--- src/rtl/vec_add_sub_ctrl.sv ---
// Element-wise vector add/subtract sequencer: reads A/B words, writes lane-wise results to R.
// Optional sticky signed-overflow flag (port ovf) when VEC_ADD_SUB_CTRL_OVF_EN is defined.

module single_add_sub #(
    parameter int BITS = 8
) (
    input  logic [BITS-1:0] a_i,
    input  logic [BITS-1:0] b_i,
    input  logic            sub_i,
`ifdef VEC_ADD_SUB_CTRL_OVF_EN
    output logic            ovf_o,
`endif
    output logic [BITS-1:0] y_o
);
    logic [BITS-1:0] b_eff;

    // Subtraction as a + ~b + 1 so overflow can be judged on the effective operand sign.
    assign b_eff = sub_i ? ~b_i : b_i;
    assign y_o   = a_i + b_eff + BITS'(sub_i);

`ifdef VEC_ADD_SUB_CTRL_OVF_EN
    assign ovf_o = (a_i[BITS-1] == b_eff[BITS-1]) && (y_o[BITS-1] != a_i[BITS-1]);
`endif
endmodule

module vec_add_sub_ctrl #(
    parameter int BITS   = 8,
    parameter int LANES  = 4,
    parameter int ADDR_W = 8
) (
    input  logic                  clk,
    input  logic                  rst_n,
    input  logic                  start,
    input  logic                  sub,
    input  logic [ADDR_W:0]       len,
    input  logic                  abort,
    output logic                  rd_en,
    output logic [ADDR_W-1:0]     rd_addr,
    input  logic [LANES*BITS-1:0] a_data,
    input  logic [LANES*BITS-1:0] b_data,
    output logic                  wr_en,
    output logic [ADDR_W-1:0]     wr_addr,
    output logic [LANES*BITS-1:0] wr_data,
`ifdef VEC_ADD_SUB_CTRL_OVF_EN
    output logic                  ovf,
`endif
    output logic                  busy,
    output logic                  done
);
    typedef enum logic [1:0] {IDLE, RUN, DRAIN, DONE} state_t;

    state_t                state_q, state_d;
    logic [ADDR_W:0]       cnt_q, cnt_d;
    logic [ADDR_W:0]       len_q, len_d;
    logic                  sub_q, sub_d;
    logic                  s1_valid_q, s1_valid_d;
    logic [ADDR_W-1:0]     s1_addr_q, s1_addr_d;
    logic                  wr_en_q, wr_en_d;
    logic [ADDR_W-1:0]     wr_addr_q, wr_addr_d;
    logic [LANES*BITS-1:0] wr_data_q, wr_data_d;
    logic [LANES*BITS-1:0] lane_sum;
`ifdef VEC_ADD_SUB_CTRL_OVF_EN
    logic [LANES-1:0]      lane_ovf;
    logic                  ovf_q, ovf_d;
`endif

    for (genvar g = 0; g < LANES; g++) begin : g_lane
        single_add_sub #(.BITS(BITS)) u_slice (
            .a_i   (a_data[g*BITS +: BITS]),
            .b_i   (b_data[g*BITS +: BITS]),
            .sub_i (sub_q),
`ifdef VEC_ADD_SUB_CTRL_OVF_EN
            .ovf_o (lane_ovf[g]),
`endif
            .y_o   (lane_sum[g*BITS +: BITS])
        );
    end

    always_comb begin
        state_d    = state_q;
        cnt_d      = cnt_q;
        len_d      = len_q;
        sub_d      = sub_q;
        s1_valid_d = 1'b0;
        s1_addr_d  = s1_addr_q;
        wr_en_d    = s1_valid_q;
        wr_addr_d  = wr_addr_q;
        wr_data_d  = wr_data_q;
`ifdef VEC_ADD_SUB_CTRL_OVF_EN
        ovf_d      = ovf_q;
`endif

        if (s1_valid_q) begin
            wr_addr_d = s1_addr_q;
            wr_data_d = lane_sum;
`ifdef VEC_ADD_SUB_CTRL_OVF_EN
            ovf_d     = ovf_q | (|lane_ovf);
`endif
        end

        unique case (state_q)
            IDLE: begin
                if (start && !abort) begin
                    sub_d   = sub;
                    len_d   = len;
                    cnt_d   = '0;
`ifdef VEC_ADD_SUB_CTRL_OVF_EN
                    ovf_d   = 1'b0;
`endif
                    state_d = (len == '0) ? DONE : RUN;
                end
            end
            RUN: begin
                s1_valid_d = 1'b1;
                s1_addr_d  = cnt_q[ADDR_W-1:0];
                // Full-width compare so len = 2^ADDR_W terminates without wrapping.
                if ((cnt_q + (ADDR_W+1)'(1)) == len_q) begin
                    state_d = DRAIN;
                end else begin
                    cnt_d = cnt_q + (ADDR_W+1)'(1);
                end
            end
            DRAIN: begin
                if (!s1_valid_q) begin
                    state_d = DONE;
                end
            end
            DONE: begin
                state_d = IDLE;
            end
            default: state_d = IDLE;
        endcase

        // Abort squashes everything in flight; the word in stage 1 never counts as written.
        if (abort && (state_q == RUN || state_q == DRAIN)) begin
            state_d    = IDLE;
            s1_valid_d = 1'b0;
            wr_en_d    = 1'b0;
            wr_addr_d  = wr_addr_q;
            wr_data_d  = wr_data_q;
`ifdef VEC_ADD_SUB_CTRL_OVF_EN
            ovf_d      = ovf_q;
`endif
        end
    end

    always_ff @(posedge clk or negedge rst_n) begin
        if (!rst_n) begin
            state_q    <= IDLE;
            cnt_q      <= '0;
            len_q      <= '0;
            sub_q      <= 1'b0;
            s1_valid_q <= 1'b0;
            s1_addr_q  <= '0;
            wr_en_q    <= 1'b0;
            wr_addr_q  <= '0;
            wr_data_q  <= '0;
`ifdef VEC_ADD_SUB_CTRL_OVF_EN
            ovf_q      <= 1'b0;
`endif
        end else begin
            state_q    <= state_d;
            cnt_q      <= cnt_d;
            len_q      <= len_d;
            sub_q      <= sub_d;
            s1_valid_q <= s1_valid_d;
            s1_addr_q  <= s1_addr_d;
            wr_en_q    <= wr_en_d;
            wr_addr_q  <= wr_addr_d;
            wr_data_q  <= wr_data_d;
`ifdef VEC_ADD_SUB_CTRL_OVF_EN
            ovf_q      <= ovf_d;
`endif
        end
    end

    assign rd_en   = (state_q == RUN);
    assign rd_addr = cnt_q[ADDR_W-1:0];
    assign wr_en   = wr_en_q;
    assign wr_addr = wr_addr_q;
    assign wr_data = wr_data_q;
    assign busy    = (state_q == RUN) || (state_q == DRAIN);
    assign done    = (state_q == DONE);
`ifdef VEC_ADD_SUB_CTRL_OVF_EN
    assign ovf     = ovf_q;
`endif
endmodule

--- config.mk ---
export PLATFORM = sky130hd
export DESIGN_NAME = vec_add_sub_ctrl
export DESIGN_NICKNAME = d
export VERILOG_FILES = /design/src/rtl/vec_add_sub_ctrl.sv
export SDC_FILE = /design/constraint.sdc
export NUM_CORES = 1
export LEC_CHECK = 0
export BUFFER_PORTS_ARGS = -buffer_cell sky130_fd_sc_hd__buf_2
export CELL_PAD_IN_SITES_DETAIL_PLACEMENT = 2
export CELL_PAD_IN_SITES_GLOBAL_PLACEMENT = 2
export CORE_MARGIN = 5
export CORE_UTILIZATION = 32
export CTS_CLUSTER_DIAMETER = 80
export DETAILED_ROUTE_END_ITERATION = 12
export GPL_TIMING_DRIVEN = 0
export PLACE_DENSITY = 0.86
export RECOVER_POWER = 100
export SYNTH_ARGS = -nofsm -noshare
export SYNTH_HDL_FRONTEND = slang
export SYNTH_SLANG_ARGS = --single-unit
--- constraint.sdc ---
create_clock -name clk -period 3.8 [get_ports clk]
set_input_delay 0.76 -clock clk [delete_from_list [all_inputs] [get_ports clk]]
set_output_delay 0.76 -clock clk [all_outputs]
set_load 0.005 [all_outputs]
==> summary.md, run 1 <==
| Metric | Value |
|---|---|
| Crit start category | register |
| Syn Inst Count | 460 |
| Final hold vios | 0 |
| Worst Reg-to-Reg Cells | 11 |
| WL final | 14,500 um |
| RePlAce Congestion | 0.831 |
| Cell Rows | 43 |
| WL/cell | 18.4 um |
| Worst min path class | reg -> reg |
| CP Data Required Time | 4.00 ns |
| Critical Path End Type | register |
| Reg clk slew, reported paths | 0.05 ns |
| Chip height | 129 um |
| Min Hold Slack | 0.484 ns |
| Leakage dissipation | 0.00265 uW |
| Clock buffer depth | 2 |
| CTS sink count | 71 |
| Max Fclk | 295 MHz |
| Post-synth ARST share | 100% |
| Die boundary width | 129 um |
| CTS H-tree lvls | 3 |
| P_sw | 1990 uW |
| Setup Viol. Count Final | 0 |
| Antenna violations before repair | 0 |
| DR iter-0 viols | 114 |
| Clock Tree Root | clkbuf_16 |
| Routed Antenna Nets | 0 |
| Clock share of power | 18.4% |
| Synth warn | 0 |
| First-pass GRT wire length | 23,600 um |
| Yosys reg bits | 71 |
| DR vias | 3,934 |
| Slew @ Worst Pin | 1.32 ns |
| Synth-to-Final Area Change | 24.8% |
| Normalized max-slew margin | 12.1% |
| Ys flop type | dfrtp_1 |
| CTS tree | done |
| Port bufs | 129 |
| Avg Cell Area, Syn | 9.81 um^2 |
| Worst VDD drop | 0.241 mV |
| Layout Nets | 712 |
| Switching part of the total | 41.6% |
| P per Cell Area | 848 nW/um^2 |
| Core Region | 13,900 um^2 |
| Die ar. | 16,600 um^2 |
| Unique masters post-synth | 52 |
| Ranking of synthesized cells by area | dfrtp_1, ha_1, xor2_1 |
| DRC violations left | 0 |
| Vias in the first global route | 4,628 |
| Reg2Reg Setup Slack | 0.41 ns |
| Hold-fix buffer count after cts | 0 |
| Pwr Total | 4780 uW |
| Max-cap viol count | 0 |
| # IOs | 130 |
| Dpl hpwl | 11,600 um |
| CP max FO | 10 |
| CTS Buf Count | 9 |
| Reg power frac | 28.4% |
| Period utilization | 89.1% |
| Clock skew | 0.00651 ns |
| Comb pwr share | 53.2% |
| CP arrival | 3.59 ns |
| Sequential share of the synthesized area | 39.4% |
| Max Slew Vio Count | 0 |
| Biggest area consumer among synthesized cells | dfrtp_1 |
| Largest net degree at the start of global routing | 51 |
| Int Pwr | 2790 uW |
| First-pass iteration count of the detailed router | 4 |
| Unrepaired setup endpoints after global routing | no |
| Syn_nets | 571 |
| Layout cell share with drive strength beyond 1 | 25.7% |
| Top-area cell type share of the netlist area | 39.4% |
| Mapped Area | 4510 um^2 |
| Status | complete, no violations |
| Final min period | 3.39 ns |
| Post_cts resized | 2 |
| Post-CTS setup buffer count | 0 |
| Via density | 5.00 |
| Hold Path Stages | 2 |
| Grt ovf | 0 |
| Starting Density | 32.5% |
| Worst setup path class | reg -> reg |
| Worst-Skew Late Latency | 0.34 ns |
| Post-synth EDFFs | 0 |
| GRT Util Overall | 17.9% |
## layout make-up
| cell class | count | area [um^2] |
|---|---|---|
| well taps | 180 | 225 |
| inverters | 11 | 41.3 |
| clock buffers | 13 | 270 |
| diodes | 1 | 2.50 |
| fillers | 1603 | 8250 |
| plain buffers | 28 | 144 |
| flip-flops and latches | 71 | 1780 |
| multi-input cells | 350 | 2530 |
| clock inverters | 3 | 40.0 |
| repair buffers | 130 | 608 |
## synthesized netlist by cell type (2+ instances only)
library cell  number
and3_1             2
nor4_1             2
buf_1              3
and2_1             3
inv_1             11
clkbuf_1          14
a21oi_1           18
nor3_1            14
fa_1               4
nor2b_1            5
xor2_1            38
o31ai_1            2
ha_1              29
o211ai_1           5
o21bai_1           8
nand2_1           55
buf_4              9
or4_1              3
nor2_1            18
nand3_1            6
dfrtp_1           71
a31oi_1            4
o21ai_0           42
a21o_1            10
xnor2_1           29
mux2_2            28
a22oi_1            2
## layout by cell type (no fill, tap or decap), types with 3 or more instances in the layout
cell,synthesis,routed
clkbuf_4,0,7
o21bai_1,8,8
a21o_1,10,10
mux2_2,28,28
inv_1,11,11
xor2_1,38,38
ha_1,29,29
nand3_1,6,7
o211ai_1,5,5
and2_1,3,3
a21oi_1,18,18
dfrtp_1,71,71
clkbuf_8,0,3
xnor2_1,29,29
nor3_1,14,15
nor2b_1,5,5
clkbuf_1,14,49
a31oi_1,4,5
or4_1,3,3
clkbuf_2,0,5
buf_2,1,95
nor2_1,18,18
nand2_1,55,55
fa_1,4,4
o21ai_0,42,42
clkbuf_16,0,9
## state kept, by name, summed over array words and instances (netlist names)
register / cells
wr_addr: 8
cnt_q: 9
s1_addr_q: 8
state_q: 2
len_q: 9
wr_en: 1
wr_data: 32
sub_q: 1
s1_valid_q: 1
## critical path: stages (launching register included)
cell and delay, ns:
dfrtp_1 0.33, clkbuf_1 0.35, clkbuf_2 0.41, clkbuf_2 0.45
xor2_1 0.32, ha_1 0.29, a21o_1 0.16, a21oi_1 0.31
o21ai_0 0.16, a31oi_1 0.24, xnor2_1 0.14, o21ai_0 0.08
## power groups by stage
stage | sequential, uW | clock (uW) | combinational, uW
floorplan | 1310 | 0 | 1760
global placement | 1350 | 0 | 2460
detailed placement | 1370 | 0 | 2640
CTS | 1360 | 899 | 2660
global route | 1400 | 928 | 2870
finish | 1360 | 880 | 2550
## metrics by stage
stage               instance area, um^2  instances  TNS (ns)  utilization, %  setup WS, ns
floorplan                          4510        460         0               -         0.929
global placement                   5390        769   -0.0532            38.8       -0.0460
detailed placement                 5420        770     -1.00            39.0        -0.256
CTS                                5730        786         0            41.3       0.00473
global route                       5630        786         0            40.6        0.0519
finish                             5640        787         0            40.6         0.414
## kinds of logic after synthesis
| kind of cell | after synthesis | share of synthesized area [%] |
|---|---|---|
| buffers and inverters | 39 | 4.18 |
| muxes | 30 | 7.46 |
| adders and majority gates | 33 | 9.81 |
| and+or+nand+nor | 119 | 12.4 |
| DFF | 71 | 39.4 |
| AOI/OAI and AO/OA | 101 | 13.7 |
| xor gates and xnor gates | 67 | 13.0 |
## worst paths after layout
| check | from | end |
|---|---|---|
| setup reg to reg | sub_q | wr_data[23] |
| hold reg to reg | wr_data[22] | wr_data[22] |
| setup / recovery | sub_q | wr_data[23] |
| hold / removal | wr_data[22] | wr_data[22] |
| min in group asynchronous | rst_n | wr_addr[1] |
| max in group asynchronous | rst_n | wr_data[22] |
## per-layer routing
metal | part of all wire (%) | vias to the layer above | global-route usage, %
li1 | - | 1866 | -
met1 | 41 | 1946 | 20.8
met2 | 53 | 99 | 32.9
met3 | 4.9 | 23 | 3.78
met4 | 1.8 | 0 | 5.56
met5 | 0 | - | 0
Note: power is estimated with default switching activity, not from simulation.
==> inputs of run 2 (changes only) <==
--- a/config.mk
+++ b/config.mk
@@ -9,11 +9,11 @@
 export CELL_PAD_IN_SITES_DETAIL_PLACEMENT = 2
 export CELL_PAD_IN_SITES_GLOBAL_PLACEMENT = 2
 export CORE_MARGIN = 5
-export CORE_UTILIZATION = 32
+export CORE_UTILIZATION = 34
 export CTS_CLUSTER_DIAMETER = 80
 export DETAILED_ROUTE_END_ITERATION = 12
 export GPL_TIMING_DRIVEN = 0
-export PLACE_DENSITY = 0.86
+export PLACE_DENSITY = 0.91
 export RECOVER_POWER = 100
 export SYNTH_ARGS = -nofsm -noshare
 export SYNTH_HDL_FRONTEND = slang
==> constraint.sdc (replaced) <==
create_clock -name clk -period 4.2 [get_ports clk]
set_input_delay 0.84 -clock clk [delete_from_list [all_inputs] [get_ports clk]]
set_output_delay 0.84 -clock clk [all_outputs]
set_load 0.005 [all_outputs]
==> summary.md, run 2 (synthesized netlist as in run 1, its figures left out) <==
| Metric | Value |
|---|---|
| Antenna violations before repair | 1 |
| Die boundary width | 125 um |
| Final worst setup slack | 0.324 ns |
| Dpl hpwl | 12,900 um |
| Clock Tree Root | clkbuf_16 |
| Via density | 5.19 |
| # fillers | 1,490 |
| Post-CTS setup buffer count | 0 |
| Worst VDD drop | 0.282 mV |
| Port bufs | 129 |
| Failing checks | capacitance limit, slew limit |
| Core Region | 13,100 um^2 |
| Largest net degree at the start of global routing | 37 |
| Starting Density | 34.4% |
| Worst Reg-to-Reg Cells | 11 |
| Synth-to-Final Area Change | 24.9% |
| Clock buffer depth | 2 |
| Routed Antenna Nets | 0 |
| Max Slew Vio Count | 37 |
| Reg power frac | 27.3% |
| CTS sink count | 71 |
| Leakage dissipation | 0.00264 uW |
| Max Fclk | 258 MHz |
| Clock share of power | 18.8% |
| Post_cts resized | 0 |
| Chip height | 125 um |
| Slew @ Worst Pin | 2.03 ns |
| Max reg flops | 32 |
| Crit start category | register |
| Unrepaired setup endpoints after global routing | no |
| FF-to-FF Start | sub_q |
| Hold-fix buffer count after cts | 0 |
| End of the worst hold path | wr_data[5] |
| Normalized max-slew margin | -35.3% |
| DP Worst Slack | 0.259 ns |
| CTS Buf Count | 9 |
| Commonest non-fill, non-tap cells in the layout | buf_2, dfrtp_1, clkbuf_1 |
| CP arrival | 4.09 ns |
| P_sw | 1950 uW |
| Vias in the first global route | 4,855 |
| Status | finished, violations left |
| Hold Path Stages | 2 |
| Commonest non-fill, non-tap cell in the layout | buf_2 |
| Die ar. | 15,700 um^2 |
| Layout Nets | 712 |
| Worst R2R End | wr_data[15] |
| Critical Path End Type | register |
| WL/cell | 21.2 um |
| Setup Viol. Count Final | 0 |
| GRT Util Overall | 21.2% |
| DR iter-0 viols | 159 |
| Worst-Skew Late Latency | 0.34 ns |
| P per Cell Area | 803 nW/um^2 |
| DRC violations left | 0 |
| First-pass iteration count of the detailed router | 4 |
| Period utilization | 92.3% |
| CP max FO | 10 |
| Reg clk slew, reported paths | 0.06 ns |
| DR vias | 4,056 |
| Setup TNS | 0 ns |
| Reg2Reg Setup Slack | 0.32 ns |
| Int Pwr | 2580 uW |
| CTS H-tree lvls | 3 |
| RePlAce Congestion | 0.834 |
| # IOs | 130 |
| Worst setup path class | reg -> reg |
| Cell Rows | 42 |
| Comb pwr share | 53.9% |
| Switching part of the total | 43.1% |
| Final min period | 3.88 ns |
| First-pass GRT wire length | 26,100 um |
| N_diodes | 0 |
| Max-cap viol count | 1 |
| Worst min path class | reg -> reg |
| Clock skew | 0.00740 ns |
| Layout cell share with drive strength beyond 1 | 24.6% |
| CP Data Required Time | 4.42 ns |
| CTS tree | done |
| Hold_sp | wr_data[5] |
| WL final | 16,500 um |
| Final hold vios | 0 |
| Grt ovf | 0 |
==> run 2: area by class of cell <==
type / count / area, um^2 / share of cell area [%]
multi-input combinational: 350 / 2530 / 44.8
sequential: 71 / 1780 / 31.5
timing repair buffer: 130 / 604 / 10.7
clock buffer: 13 / 260 / 4.62
tap: 176 / 220 / 3.91
buffer: 28 / 141 / 2.51
clock inverter: 3 / 65.1 / 1.15
inverter: 11 / 41.3 / 0.733
==> run 2: worst max path at each step <==
stage	start	endpoint	slack (ns)	depth (start not counted)
after floorplan	sub_q	wr_data[31]	1.33	11
after global placement	sub_q	wr_data[30]	0.49	11
after detailed placement	sub_q	wr_data[15]	0.26	11
after CTS	sub_q	wr_data[15]	0.03	11
after global routing	sub_q	wr_data[15]	0.12	11
final	sub_q	wr_data[15]	0.32	11
==> run 2: through the flow <==
step                      hold slack (ns)  cells  instance area [um^2]  power (uW)  utilization [%]
final                               0.477    782                  5640        4530             42.9
after global routing                0.516    782                  5640        4850             42.9
after CTS                           0.478    782                  5730        4630             43.6
after detailed placement            0.465    766                  5400        3710             41.1
after global placement              0.457    765                  5380        3440             41.0
after floorplan                     0.473    460                  4510        2780                -
==> run 2: power by group through the flow <==
stage / Clock (uW) / Combinational, uW / Sequential (uW)
6_report: 850 / 2440 / 1240
5_1_grt: 886 / 2690 / 1270
4_1_cts: 860 / 2530 / 1240
3_5_place_dp: 0 / 2470 / 1240
3_3_place_gp: 0 / 2230 / 1210
2_1_floorplan: 0 / 1590 / 1180
==> run 2: critical path, stage by stage, from the launching register on <==
cell	delay, ns
dfrtp_1	0.32
clkbuf_1	0.42
clkbuf_2	0.43
clkbuf_1	0.64
xor2_1	0.31
ha_1	0.29
a21o_1	0.16
a21oi_1	0.32
o21ai_0	0.18
a31oi_1	0.26
xnor2_1	0.11
o21ai_0	0.30
==> run 2: layer usage <==
layer | vias up | global-route usage [%] | share of wire [%]
met3 | 40 | 5.25 | 5.4
met4 | 2 | 8.93 | 3.6
met1 | 2024 | 21.6 | 37
li1 | 1867 | - | -
met2 | 123 | 40.8 | 54
met5 | - | 0 | 0.091
==> inputs of run 3 (changes only) <==
--- a/config.mk
+++ b/config.mk
@@ -5,11 +5,12 @@
 export SDC_FILE = /design/constraint.sdc
 export NUM_CORES = 1
 export LEC_CHECK = 0
+export ABC_AREA = 1
 export BUFFER_PORTS_ARGS = -buffer_cell sky130_fd_sc_hd__buf_2
 export CELL_PAD_IN_SITES_DETAIL_PLACEMENT = 2
 export CELL_PAD_IN_SITES_GLOBAL_PLACEMENT = 2
 export CORE_MARGIN = 5
-export CORE_UTILIZATION = 34
+export CORE_UTILIZATION = 32
 export CTS_CLUSTER_DIAMETER = 80
 export DETAILED_ROUTE_END_ITERATION = 12
 export GPL_TIMING_DRIVEN = 0
==> summary.md, run 3 <==
| Metric | Value |
|---|---|
| Largest net degree at the start of global routing | 46 |
| DP Worst Slack | 1.61 ns |
| # IOs | 130 |
| Layout cell share with drive strength beyond 1 | 19.9% |
| Antenna violations before repair | 0 |
| Synth warn | 0 |
| Final worst setup slack | 1.17 ns |
| CP Data Required Time | 4.48 ns |
| CTS H-tree lvls | 3 |
| Syn_nets | 692 |
| Most numerous cell in the Yosys netlist | nand2_1 |
| Synth-to-Final Area Change | 23.6% |
| Pwr Total | 3950 uW |
| Commonest cells post-synth | nand2_1, dfrtp_1, inv_1 |
| Max Fclk | 331 MHz |
| GRT Util Overall | 20.0% |
| Max reg flops | 32 |
| Routed Antenna Nets | 0 |
| P per Cell Area | 692 nW/um^2 |
| Biggest area consumer among synthesized cells | dfrtp_1 |
| DRC violations left | 0 |
| Clock buffer depth | 2 |
| Starting Density | 32.2% |
| First-pass GRT wire length | 26,300 um |
| Port bufs | 129 |
| Area of the multi-input gates | 2450 um^2 |
| Ys flop type | dfrtp_1 |
| Layout Nets | 833 |
| Reg clk slew, reported paths | 0.06 ns |
| Avg Cell Area, Syn | 7.95 um^2 |
| DR vias | 4,549 |
| Commonest non-fill, non-tap cell in the layout | nand2_1 |
| DR iter-0 viols | 107 |
| Core Region | 14,400 um^2 |
| Worst-Skew Late Latency | 0.34 ns |
| Post-synth EDFFs | 0 |
| Dpl hpwl | 13,200 um |
| Cell Rows | 44 |
| Post-CTS setup buffer count | 0 |
| Period utilization | 72.0% |
| Final min period | 3.03 ns |
| Failing checks | capacitance limit, slew limit |
| Ranking of synthesized cells by area | dfrtp_1, nand2_1, ha_1 |
| CP max FO | 9 |
| Clock skew | 0.00564 ns |
| Grt ovf | 0 |
| N_diodes | 0 |
| Post-synth ARST share | 100% |
| Top-area cell type share of the netlist area | 38.5% |
| Critical Path End Type | register |
| CP arrival | 3.31 ns |
| CTS tree | done |
| Max-cap viol count | 1 |
| Normalized max-slew margin | -1.32% |
| WL/cell | 18.1 um |
| WL final | 16,500 um |
| Commonest non-fill, non-tap cells in the layout | nand2_1, buf_2, dfrtp_1 |
| Unrepaired setup endpoints after global routing | no |
| First-pass iteration count of the detailed router | 4 |
| Leakage dissipation | 0.00291 uW |
| Die boundary width | 130 um |
| Yosys reg bits | 71 |
| Worst setup path class | reg -> reg |
| Slew @ Worst Pin | 1.52 ns |
| Crit start category | register |
| Die ar. | 16,900 um^2 |
| Worst min path class | reg -> reg |
| Seq. cell area | 1780 um^2 |
| CTS sink count | 71 |
| Hold-fix buffer count after cts | 0 |
| RePlAce Congestion | 0.883 |
| # fillers | 1,716 |
| Final hold vios | 0 |
| Syn Inst Count | 581 |
| Worst VDD drop | 0.208 mV |
| Clock Tree Root | clkbuf_16 |
| Mapped Area | 4620 um^2 |
| Sequential share of the synthesized area | 38.5% |
| Post_cts resized | 0 |
| Setup Viol. Count Final | 0 |
| Status | finished, violations left |
| Unique masters post-synth | 34 |
| Max Slew Vio Count | 28 |
| Final core utilization | 39.7% |
| Via density | 4.99 |
| Setup TNS | 0 ns |
| Min Hold Slack | 0.481 ns |
| Chip height | 130 um |
| CTS Buf Count | 9 |
| Vias in the first global route | 5,217 |
-- run 3: cell count changes after synthesis, sizes merged, moves of 7 or more --
cell,change
a21o,-10
inv,+47
mux2,-26
nand2,+117
nand3,+35
nand4,+14
nor2,+10
nor3,-15
o21bai,-7
or2,+9
xnor2,-13
xor2,-7
-- run 3: final cells by class --
type                       count  area share, %
multi-input combinational    427           43.0
buffer                        24           2.30
timing repair buffer         130           10.7
sequential                    71           31.1
clock inverter                 4          0.526
clock buffer                  12           4.49
inverter                      59           3.88
tap                          184           4.03
-- run 3: where the power goes --
part	switching (uW)	total, uW	leakage, uW	internal [uW]
clock	312	745	0.000127	432
sequential	168	1100	0.000900	928
combinational	1340	2110	0.00188	776
-- run 3: critical path: stages (launching register included) --
cell	delay, ns
dfrtp_1	0.54
ha_1	0.31
inv_1	0.10
o21bai_1	0.23
nand2_1	0.13
nand2_1	0.11
nand3_1	0.15
nor2_4	0.13
nand3_1	0.12
o21ai_0	0.92
nand2_1	0.11
nand2_1	0.11
-- run 3: per-layer routing --
metal	up-vias	routed length (um)	global-route usage, %
met4	0	301	7.21
met2	108	8850	37.7
met1	2262	6450	21.8
li1	2155	-	-
met3	24	851	4.54
met5	-	0	0
-- run 3: cells by family (layout without fill, tap and decap cells) --
group | count (synthesis) | after routing | synth area share [%]
AOI/OAI and AO/OA | 74 | 74 | 8.75
xor gates and xnor gates | 47 | 47 | 8.91
adders and majority gates | 33 | 33 | 9.59
buffers and inverters | 83 | 229 | 8.02
DFF | 71 | 71 | 38.5
muxes | 3 | 3 | 0.731
and+or+nand+nor | 270 | 270 | 25.6
-- run 3: final timing paths --
kind	endpoint	slack, ns	from	cells after the start
setup / recovery	cnt_q[4]	1.17	cnt_q[0]	11
hold / removal	wr_addr[6]	0.48	wr_addr[6]	2
setup reg to reg	cnt_q[4]	1.17	cnt_q[0]	11
hold reg to reg	wr_addr[6]	0.48	wr_addr[6]	2
max in group asynchronous	wr_data[5]	1.47	rst_n	2
min in group asynchronous	wr_addr[4]	0.85	rst_n	1
-- run 3: per-stage QoR --
step | instances | area, um^2
global route | 911 | 5710
detailed placement | 895 | 5530
global placement | 894 | 5500
floorplan | 581 | 4620
finish | 911 | 5710
CTS | 911 | 5810
